===== config.mk =====
export PLATFORM = sky130hd
export DESIGN_NAME = gobou_ctrl_flat
export DESIGN_NICKNAME = d
export VERILOG_FILES = /design/src/rtl/gobou_ctrl_if.sv /design/src/rtl/gobou_ctrl.sv /design/src/flat_wrapper.sv
export SDC_FILE = /design/constraint.sdc
export NUM_CORES = 1
export LEC_CHECK = 0
export CAP_MARGIN = 20
export CORE_ASPECT_RATIO = 0.5
export CORE_MARGIN = 3
export CORE_UTILIZATION = 50
export CTS_BUF_LIST = sky130_fd_sc_hd__clkbuf_4 sky130_fd_sc_hd__clkbuf_8
export CTS_CLUSTER_DIAMETER = 150
export DETAILED_ROUTE_END_ITERATION = 8
export GPL_TIMING_DRIVEN = 0
export PLACE_DENSITY = 0.78
export SYNTH_ARGS = -nofsm -noshare
export SYNTH_HDL_FRONTEND = slang
export SYNTH_SLANG_ARGS = --single-unit

===== constraint.sdc =====
create_clock -name clk -period 2.9 [get_ports clk]
set_clock_uncertainty 0.2 [all_clocks]
set_input_delay 0.29 -clock clk [delete_from_list [all_inputs] [get_ports clk]]
set_output_delay 0.29 -clock clk [all_outputs]
set_load 0.05 [all_outputs]

===== src/rtl/gobou_ctrl_if.sv =====
// Handshake/bus bundle between the layer-config side, gobou_ctrl and the core/memories.
interface gobou_ctrl_if #(
  parameter int NWIDTH = 10,
  parameter int OWIDTH = 10,
  parameter int WWIDTH = 16
);
  logic              req;
  logic [NWIDTH-1:0] total_in;
  logic [OWIDTH-1:0] total_out;
  logic [WWIDTH-1:0] w_base;
  logic              busy;
  logic              ack;
  logic [NWIDTH-1:0] in_addr;
  logic [WWIDTH-1:0] w_addr;
  logic [OWIDTH-1:0] out_addr;
  logic              out_we;
  logic              accum_rst;
  logic              accum_we;
  logic              breg_we;
  logic              mac_oe;
  logic              bias_oe;
  logic              relu_oe;

  modport master (
    output req, total_in, total_out, w_base,
    input  busy, ack, in_addr, w_addr, out_addr, out_we,
           accum_rst, accum_we, breg_we, mac_oe, bias_oe, relu_oe
  );
  modport slave (
    input  req, total_in, total_out, w_base,
    output busy, ack, in_addr, w_addr, out_addr, out_we,
           accum_rst, accum_we, breg_we, mac_oe, bias_oe, relu_oe
  );
endinterface


===== src/rtl/gobou_ctrl.sv =====
// Fully-connected layer sequencer for gobou_core: walks weight/input addresses,
// drives core strobes and writes each neuron result to the output buffer.
module gobou_ctrl #(
  parameter int NWIDTH = 10,
  parameter int OWIDTH = 10,
  parameter int WWIDTH = 16,
  parameter int MEMLAT = 1
) (
  input logic         clk,
  input logic         xrst,
  gobou_ctrl_if.slave bus
);
  typedef enum logic [2:0] {S_IDLE, S_BIAS, S_ACC, S_DRAIN, S_OUT, S_DONE} state_t;
  typedef struct packed {
    logic breg_we;
    logic accum_rst;
    logic accum_we;
  } core_stb_t;

  state_t              state;
  logic [NWIDTH-1:0]   n, i;
  logic [OWIDTH-1:0]   m, o;
  logic [WWIDTH-1:0]   w_ptr;
  logic [2:0]          j;
  core_stb_t [MEMLAT:0] stb_pipe;

  logic              busy_r, ack_r, out_we_r, mac_oe_r, bias_oe_r, relu_oe_r;
  logic [NWIDTH-1:0] in_addr_r;
  logic [WWIDTH-1:0] w_addr_r;
  logic [OWIDTH-1:0] out_addr_r;

  always_ff @(posedge clk) begin
    if (!xrst) begin
      state      <= S_IDLE;
      n          <= '0;
      i          <= '0;
      m          <= '0;
      o          <= '0;
      w_ptr      <= '0;
      j          <= '0;
      stb_pipe   <= '0;
      busy_r     <= 1'b0;
      ack_r      <= 1'b0;
      out_we_r   <= 1'b0;
      mac_oe_r   <= 1'b0;
      bias_oe_r  <= 1'b0;
      relu_oe_r  <= 1'b0;
      in_addr_r  <= '0;
      w_addr_r   <= '0;
      out_addr_r <= '0;
    end else begin
      stb_pipe[0] <= '0;
      ack_r       <= 1'b0;
      out_we_r    <= 1'b0;
      mac_oe_r    <= 1'b0;
      bias_oe_r   <= 1'b0;
      relu_oe_r   <= 1'b0;
      // Core strobes trail their address by MEMLAT so they meet the memory data.
      for (int k = 1; k <= MEMLAT; k++) stb_pipe[k] <= stb_pipe[k-1];
      case (state)
        S_IDLE: if (bus.req && !busy_r) begin
          n      <= bus.total_in;
          m      <= bus.total_out;
          w_ptr  <= bus.w_base;
          o      <= '0;
          i      <= '0;
          j      <= '0;
          busy_r <= 1'b1;
          state  <= (bus.total_out == '0) ? S_DONE : S_BIAS;
        end
        S_BIAS: begin
          w_addr_r              <= w_ptr;
          w_ptr                 <= w_ptr + WWIDTH'(1);
          stb_pipe[0].breg_we   <= 1'b1;
          stb_pipe[0].accum_rst <= 1'b1;
          i                     <= '0;
          j                     <= '0;
          state                 <= (n == '0) ? S_DRAIN : S_ACC;
        end
        S_ACC: begin
          w_addr_r             <= w_ptr;
          w_ptr                <= w_ptr + WWIDTH'(1);
          in_addr_r            <= i;
          stb_pipe[0].accum_we <= 1'b1;
          if (i == n - NWIDTH'(1)) state <= S_DRAIN;
          else                     i     <= i + NWIDTH'(1);
        end
        S_DRAIN: begin
          if (j == 3'(MEMLAT - 1)) begin
            j     <= '0;
            state <= S_OUT;
          end else j <= j + 3'd1;
        end
        S_OUT: begin
          case (j)
            3'd0:    mac_oe_r  <= 1'b1;
            3'd1:    bias_oe_r <= 1'b1;
            3'd2:    relu_oe_r <= 1'b1;
            default: begin
              out_we_r   <= 1'b1;
              out_addr_r <= o;
            end
          endcase
          if (j == 3'd3) begin
            j <= '0;
            if (o == m - OWIDTH'(1)) state <= S_DONE;
            else begin
              o     <= o + OWIDTH'(1);
              state <= S_BIAS;
            end
          end else j <= j + 3'd1;
        end
        S_DONE: begin
          ack_r <= 1'b1;
          state <= S_IDLE;
        end
        default: state <= S_IDLE;
      endcase
      // busy stays up through the ack cycle so a req there is still ignored.
      if (ack_r) busy_r <= 1'b0;
    end
  end

  assign bus.busy      = busy_r;
  assign bus.ack       = ack_r;
  assign bus.in_addr   = in_addr_r;
  assign bus.w_addr    = w_addr_r;
  assign bus.out_addr  = out_addr_r;
  assign bus.out_we    = out_we_r;
  assign bus.mac_oe    = mac_oe_r;
  assign bus.bias_oe   = bias_oe_r;
  assign bus.relu_oe   = relu_oe_r;
  assign bus.breg_we   = stb_pipe[MEMLAT].breg_we;
  assign bus.accum_rst = stb_pipe[MEMLAT].accum_rst;
  assign bus.accum_we  = stb_pipe[MEMLAT].accum_we;
endmodule


===== src/flat_wrapper.sv =====
// flat-port wrapper written by rule: the top's interface ports become plain ports
module gobou_ctrl_flat 
#(
  parameter int NWIDTH = 10,
  parameter int OWIDTH = 10,
  parameter int WWIDTH = 16,
  parameter int MEMLAT = 1
)
  (clk, xrst, bus_req, bus_total_in, bus_total_out, bus_w_base, bus_busy, bus_ack, bus_in_addr, bus_w_addr, bus_out_addr, bus_out_we, bus_accum_rst, bus_accum_we, bus_breg_we, bus_mac_oe, bus_bias_oe, bus_relu_oe);
  gobou_ctrl_if #(.NWIDTH(NWIDTH), .OWIDTH(OWIDTH), .WWIDTH(WWIDTH)) bus_i ();
  input logic clk;
  input logic xrst;
  input wire logic [$bits(bus_i.req)-1:0] bus_req;
  input wire logic [$bits(bus_i.total_in)-1:0] bus_total_in;
  input wire logic [$bits(bus_i.total_out)-1:0] bus_total_out;
  input wire logic [$bits(bus_i.w_base)-1:0] bus_w_base;
  output wire logic [$bits(bus_i.busy)-1:0] bus_busy;
  output wire logic [$bits(bus_i.ack)-1:0] bus_ack;
  output wire logic [$bits(bus_i.in_addr)-1:0] bus_in_addr;
  output wire logic [$bits(bus_i.w_addr)-1:0] bus_w_addr;
  output wire logic [$bits(bus_i.out_addr)-1:0] bus_out_addr;
  output wire logic [$bits(bus_i.out_we)-1:0] bus_out_we;
  output wire logic [$bits(bus_i.accum_rst)-1:0] bus_accum_rst;
  output wire logic [$bits(bus_i.accum_we)-1:0] bus_accum_we;
  output wire logic [$bits(bus_i.breg_we)-1:0] bus_breg_we;
  output wire logic [$bits(bus_i.mac_oe)-1:0] bus_mac_oe;
  output wire logic [$bits(bus_i.bias_oe)-1:0] bus_bias_oe;
  output wire logic [$bits(bus_i.relu_oe)-1:0] bus_relu_oe;
  assign bus_i.req = bus_req;
  assign bus_i.total_in = bus_total_in;
  assign bus_i.total_out = bus_total_out;
  assign bus_i.w_base = bus_w_base;
  assign bus_busy = bus_i.busy;
  assign bus_ack = bus_i.ack;
  assign bus_in_addr = bus_i.in_addr;
  assign bus_w_addr = bus_i.w_addr;
  assign bus_out_addr = bus_i.out_addr;
  assign bus_out_we = bus_i.out_we;
  assign bus_accum_rst = bus_i.accum_rst;
  assign bus_accum_we = bus_i.accum_we;
  assign bus_breg_we = bus_i.breg_we;
  assign bus_mac_oe = bus_i.mac_oe;
  assign bus_bias_oe = bus_i.bias_oe;
  assign bus_relu_oe = bus_i.relu_oe;
  gobou_ctrl #(.NWIDTH(NWIDTH), .OWIDTH(OWIDTH), .WWIDTH(WWIDTH), .MEMLAT(MEMLAT)) u_core (.clk(clk), .xrst(xrst), .bus(bus_i));
endmodule

==> results.json <==
{
  "synthesis.nets": 712,
  "finalWorstPathRequiredPeriod_ns": 2.96,
  "dp_hpwl_mm": 10.3,
  "ir_worst_vdd_mv": 0.332,
  "groute.usage.overall_pct": 24.6,
  "clock_tree.root_cell": "sky130_fd_sc_hd__clkbuf_8",
  "antenna_found_initial": 0,
  "clkLatencyLatePin_ns": 0.38,
  "crit_start": "u_core.n[0]$_SDFFE_PN0P_",
  "dr_total_vias": 5173,
  "timing.critical_path.fanout_max": 5,
  "die-width_um": 151,
  "regToRegStartpoint": "u_core.n[0]$_SDFFE_PN0P_",
  "final.setup.tns_ns": -0.104,
  "postSynth.topFlopCell": "sky130_fd_sc_hd__dfxtp_1",
  "period_utilisation_layout_pct": 102,
  "clkSinkCount": 108,
  "row_count": 25,
  "worst-endpoint-arrival_ns": 3.08,
  "globalRouteMet2Util_pct": 38.7,
  "via_count_of_the_first_global_routing_pass": 4803,
  "die-area_sq_um": 11800,
  "grt_setup_unrepaired": "yes",
  "layout.cell_area.non_filler_sq_um": 6590,
  "max_slew.worst_pin.slew_ns": 0.798,
  "post_synth_inst_count": 662,
  "drcViolationCount": 0,
  "cts-buffers-inserted": 9,
  "maxSlewHeadroom_pct": 46.2,
  "timing.critical_path.required_ns": 3.02,
  "globalRoute.busiestLayer": "met2",
  "clk_pin_slew_worst_paths_ns": 0.10,
  "detail-route-antenna-nets": 0,
  "synth_top_area_share_pct": 41.4,
  "run_status": "finished with violations",
  "fmax_mhz": 338,
  "area_of_combinational_cells_with_multiple_inputs_sq_um": 2960,
  "initialDrtViolationCount": 407,
  "timing_hold_violations_final": 0,
  "drive_above_1_share_pct": 6.66,
  "setup_viol": 4,
  "routedWlPerCell_um": 16.0,
  "flow.area_growth_from_synthesis_pct": 26.2,
  "finalMaxSlewViolations": 0,
  "ff_latch_area_sq_um": 2170,
  "cts_buffer_depth": 2,
  "post_synth_instance_area_sq_um": 5230,
  "ios": 84,
  "wl_mm": 14.4,
  "use_met1_pct": 33.7,
  "synth_async_sr_flop_share_pct": 0,
  "placed_cell_area_sq_um": 6220,
  "worst_slack_ns": -0.0606,
  "grt_util_met3_pct": 5.94,
  "tritoncts": "done",
  "p_per_area_nw_per_um2": 675,
  "antenna-diode-count": 0,
  "cellLeakagePower_nw": 2.39,
  "buffer_ports.inserted": 83,
  "class_of_the_tightest_hold_or_removal_check": "reg -> reg",
  "pre_cts_slack_ns": -0.278,
  "synth-seq-area-share_pct": 41.4,
  "worstSetupPathType": "reg -> reg",
  "grt_first_pass_wirelength_mm": 23.5,
  "final_net_count": 811,
  "cap_violations": 0,
  "synth.yosys.warnings": 0,
  "syn_area_per_cell_sq_um": 7.89,
  "violations": "setup timing",
  "vias_per_cell": 5.74,
  "maximum_number_of_pins_on_one_net_before_global_route_repair": 17,
  "synth-seq-cells": 108,
  "critPathCaptureType": "flop",
  "initial_utilization_pct": 53.4,
  "netlist.top_cell.by_area": "sky130_fd_sc_hd__dfxtp_1",
  "synth_enable_flop_cells": 0,
  "placeableCoreArea_sq_um": 9790,
  "critPathLaunchType": "flop",
  "synthDistinctLibCells": 53,
  "htree_num_levels": 3,
  "grt-ovfl-total": 0,
  "synth.area.top_cells": "sky130_fd_sc_hd__dfxtp_1 (41%), sky130_fd_sc_hd__nand2_1 (9.0%), sky130_fd_sc_hd__a21oi_1 (7.4%), sky130_fd_sc_hd__nor2_1 (3.6%), sky130_fd_sc_hd__xnor2_1 (2.8%)",
  "die_h_um": 78.3,
  "place_congestion": 0.903,
  "holdCritStartpoint": "u_core.bus.ack$_SDFF_PN0_",
  "firstDrtPassIters": 6,
  "fillCellCount": 843
}
==> Yosys cell counts (3+ instances only) <==
master,count
sky130_fd_sc_hd__a211oi_1,6
sky130_fd_sc_hd__a21o_1,3
sky130_fd_sc_hd__a21oi_1,77
sky130_fd_sc_hd__a222oi_1,4
sky130_fd_sc_hd__a311oi_1,3
sky130_fd_sc_hd__a31oi_1,9
sky130_fd_sc_hd__and2_1,8
sky130_fd_sc_hd__and3_1,10
sky130_fd_sc_hd__buf_1,4
sky130_fd_sc_hd__clkbuf_1,34
sky130_fd_sc_hd__dfxtp_1,108
sky130_fd_sc_hd__ha_1,11
sky130_fd_sc_hd__inv_1,17
sky130_fd_sc_hd__mux2i_1,13
sky130_fd_sc_hd__nand2_1,125
sky130_fd_sc_hd__nand2b_1,4
sky130_fd_sc_hd__nand3_1,22
sky130_fd_sc_hd__nand4_1,8
sky130_fd_sc_hd__nor2_1,50
sky130_fd_sc_hd__nor2b_1,4
sky130_fd_sc_hd__nor3_1,18
sky130_fd_sc_hd__nor4_1,11
sky130_fd_sc_hd__nor4b_1,3
sky130_fd_sc_hd__o2111ai_1,3
sky130_fd_sc_hd__o211ai_1,7
sky130_fd_sc_hd__o21ai_0,22
sky130_fd_sc_hd__o31ai_1,6
sky130_fd_sc_hd__or2_2,3
sky130_fd_sc_hd__or3_1,8
sky130_fd_sc_hd__or4_1,10
sky130_fd_sc_hd__xnor2_1,17
sky130_fd_sc_hd__xor2_1,6
==> flip-flops by register name, summed over array words and instances (netlist names), 2 cells and up <==
| register | count |
|---|---|
| u_core.bus.w_addr | 16 |
| u_core.w_ptr | 16 |
| u_core.bus.in_addr | 10 |
| u_core.bus.out_addr | 10 |
| u_core.i | 10 |
| u_core.m | 10 |
| u_core.n | 10 |
| u_core.o | 10 |
| u_core.j | 3 |
| u_core.state | 3 |
| u_core.stb_pipe | 2 |
==> repair_timing <==
item / in CTS / in global routing
setup buffers: 0 / 4
resized for setup: 12 / 17
hold buffers: 0 / 0
cloned: 0 / 1
pin swaps: 0 / 8
endpoints found under the setup margin: 22 / 22
==> worst paths after layout <==
check | slack, ns | end | depth (start not counted)
min reg2reg | 0.25 | u_core.bus.busy$_SDFFE_PP0P_ | 1
min | 0.25 | u_core.bus.busy$_SDFFE_PP0P_ | 1
max reg2reg | -0.06 | u_core.i[9]$_SDFFE_PN0P_ | 8
max | -0.06 | u_core.i[9]$_SDFFE_PN0P_ | 8
==> layout make-up <==
cell class | count | area share [%]
well taps | 135 | 2.56
inverters | 17 | 0.968
repair buffers | 88 | 13.1
multi-input cells | 497 | 44.9
flip-flops and latches | 108 | 32.9
clock inverters | 4 | 0.740
plain buffers | 40 | 2.51
clock buffers | 12 | 2.32
==> cells by family after synthesis <==
logic type,Yosys count,synth area share (%)
muxes,15,3.21
xor gates and xnor gates,23,3.86
DFF,108,41.4
adders and majority gates,11,2.63
buffers and inverters,57,4.31
AOI/OAI and AO/OA,153,17.5
and+or+nand+nor,295,27.1
==> power by group <==
part | internal, mW | total, mW | leakage [nW] | switching, mW
sequential | 1.64 | 1.83 | 0.878 | 0.187
clock | 0.442 | 0.954 | 0.107 | 0.512
combinational | 0.604 | 1.66 | 1.40 | 1.06
total | 2.69 | 4.45 | 2.39 | 1.76
==> placed cells by master, fill, tap and decap left out, drive strengths merged, types with 7 or more instances in the layout <==
cell,count
buf,12
o21ai,23
nand2,125
a21oi,77
nor3,18
inv,17
a31oi,9
nand3,22
clkbuf,45
and3,10
nand4,8
nor4,12
xnor2,17
clkdlybuf4s50,83
dfxtp,108
nor2,50
o211ai,7
or4,12
ha,11
or3,9
and2,8
mux2i,14
==> metrics by stage <==
step	power, mW	util, %	hold slack [ns]	instances
floorplan	2.91	-	0.212	662
global placement	3.34	63.6	0.207	880
detailed placement	3.38	63.6	0.222	880
CTS	4.37	66.2	0.229	896
global route	4.72	67.3	0.257	901
finish	4.45	67.3	0.252	901
==> worst max-delay path: stages, from the launching register on <==
cell and delay, ns:
sky130_fd_sc_hd__dfxtp_4 0.37, sky130_fd_sc_hd__or4_4 0.55, sky130_fd_sc_hd__or4_4 0.45, sky130_fd_sc_hd__mux2_4 0.33, sky130_fd_sc_hd__mux2i_4 0.24, sky130_fd_sc_hd__nor4_4 0.10, sky130_fd_sc_hd__buf_6 0.14, sky130_fd_sc_hd__or4_4 0.41
sky130_fd_sc_hd__a21oi_2 0.12
==> metal layers <==
metal / up-vias / share of wire (%)
met2: 182 / 45
met5: - / 0
li1: 2550 / -
met1: 2419 / 46
met3: 22 / 8.3
met4: 0 / 1.4
Power figures use the tool's default switching activity.
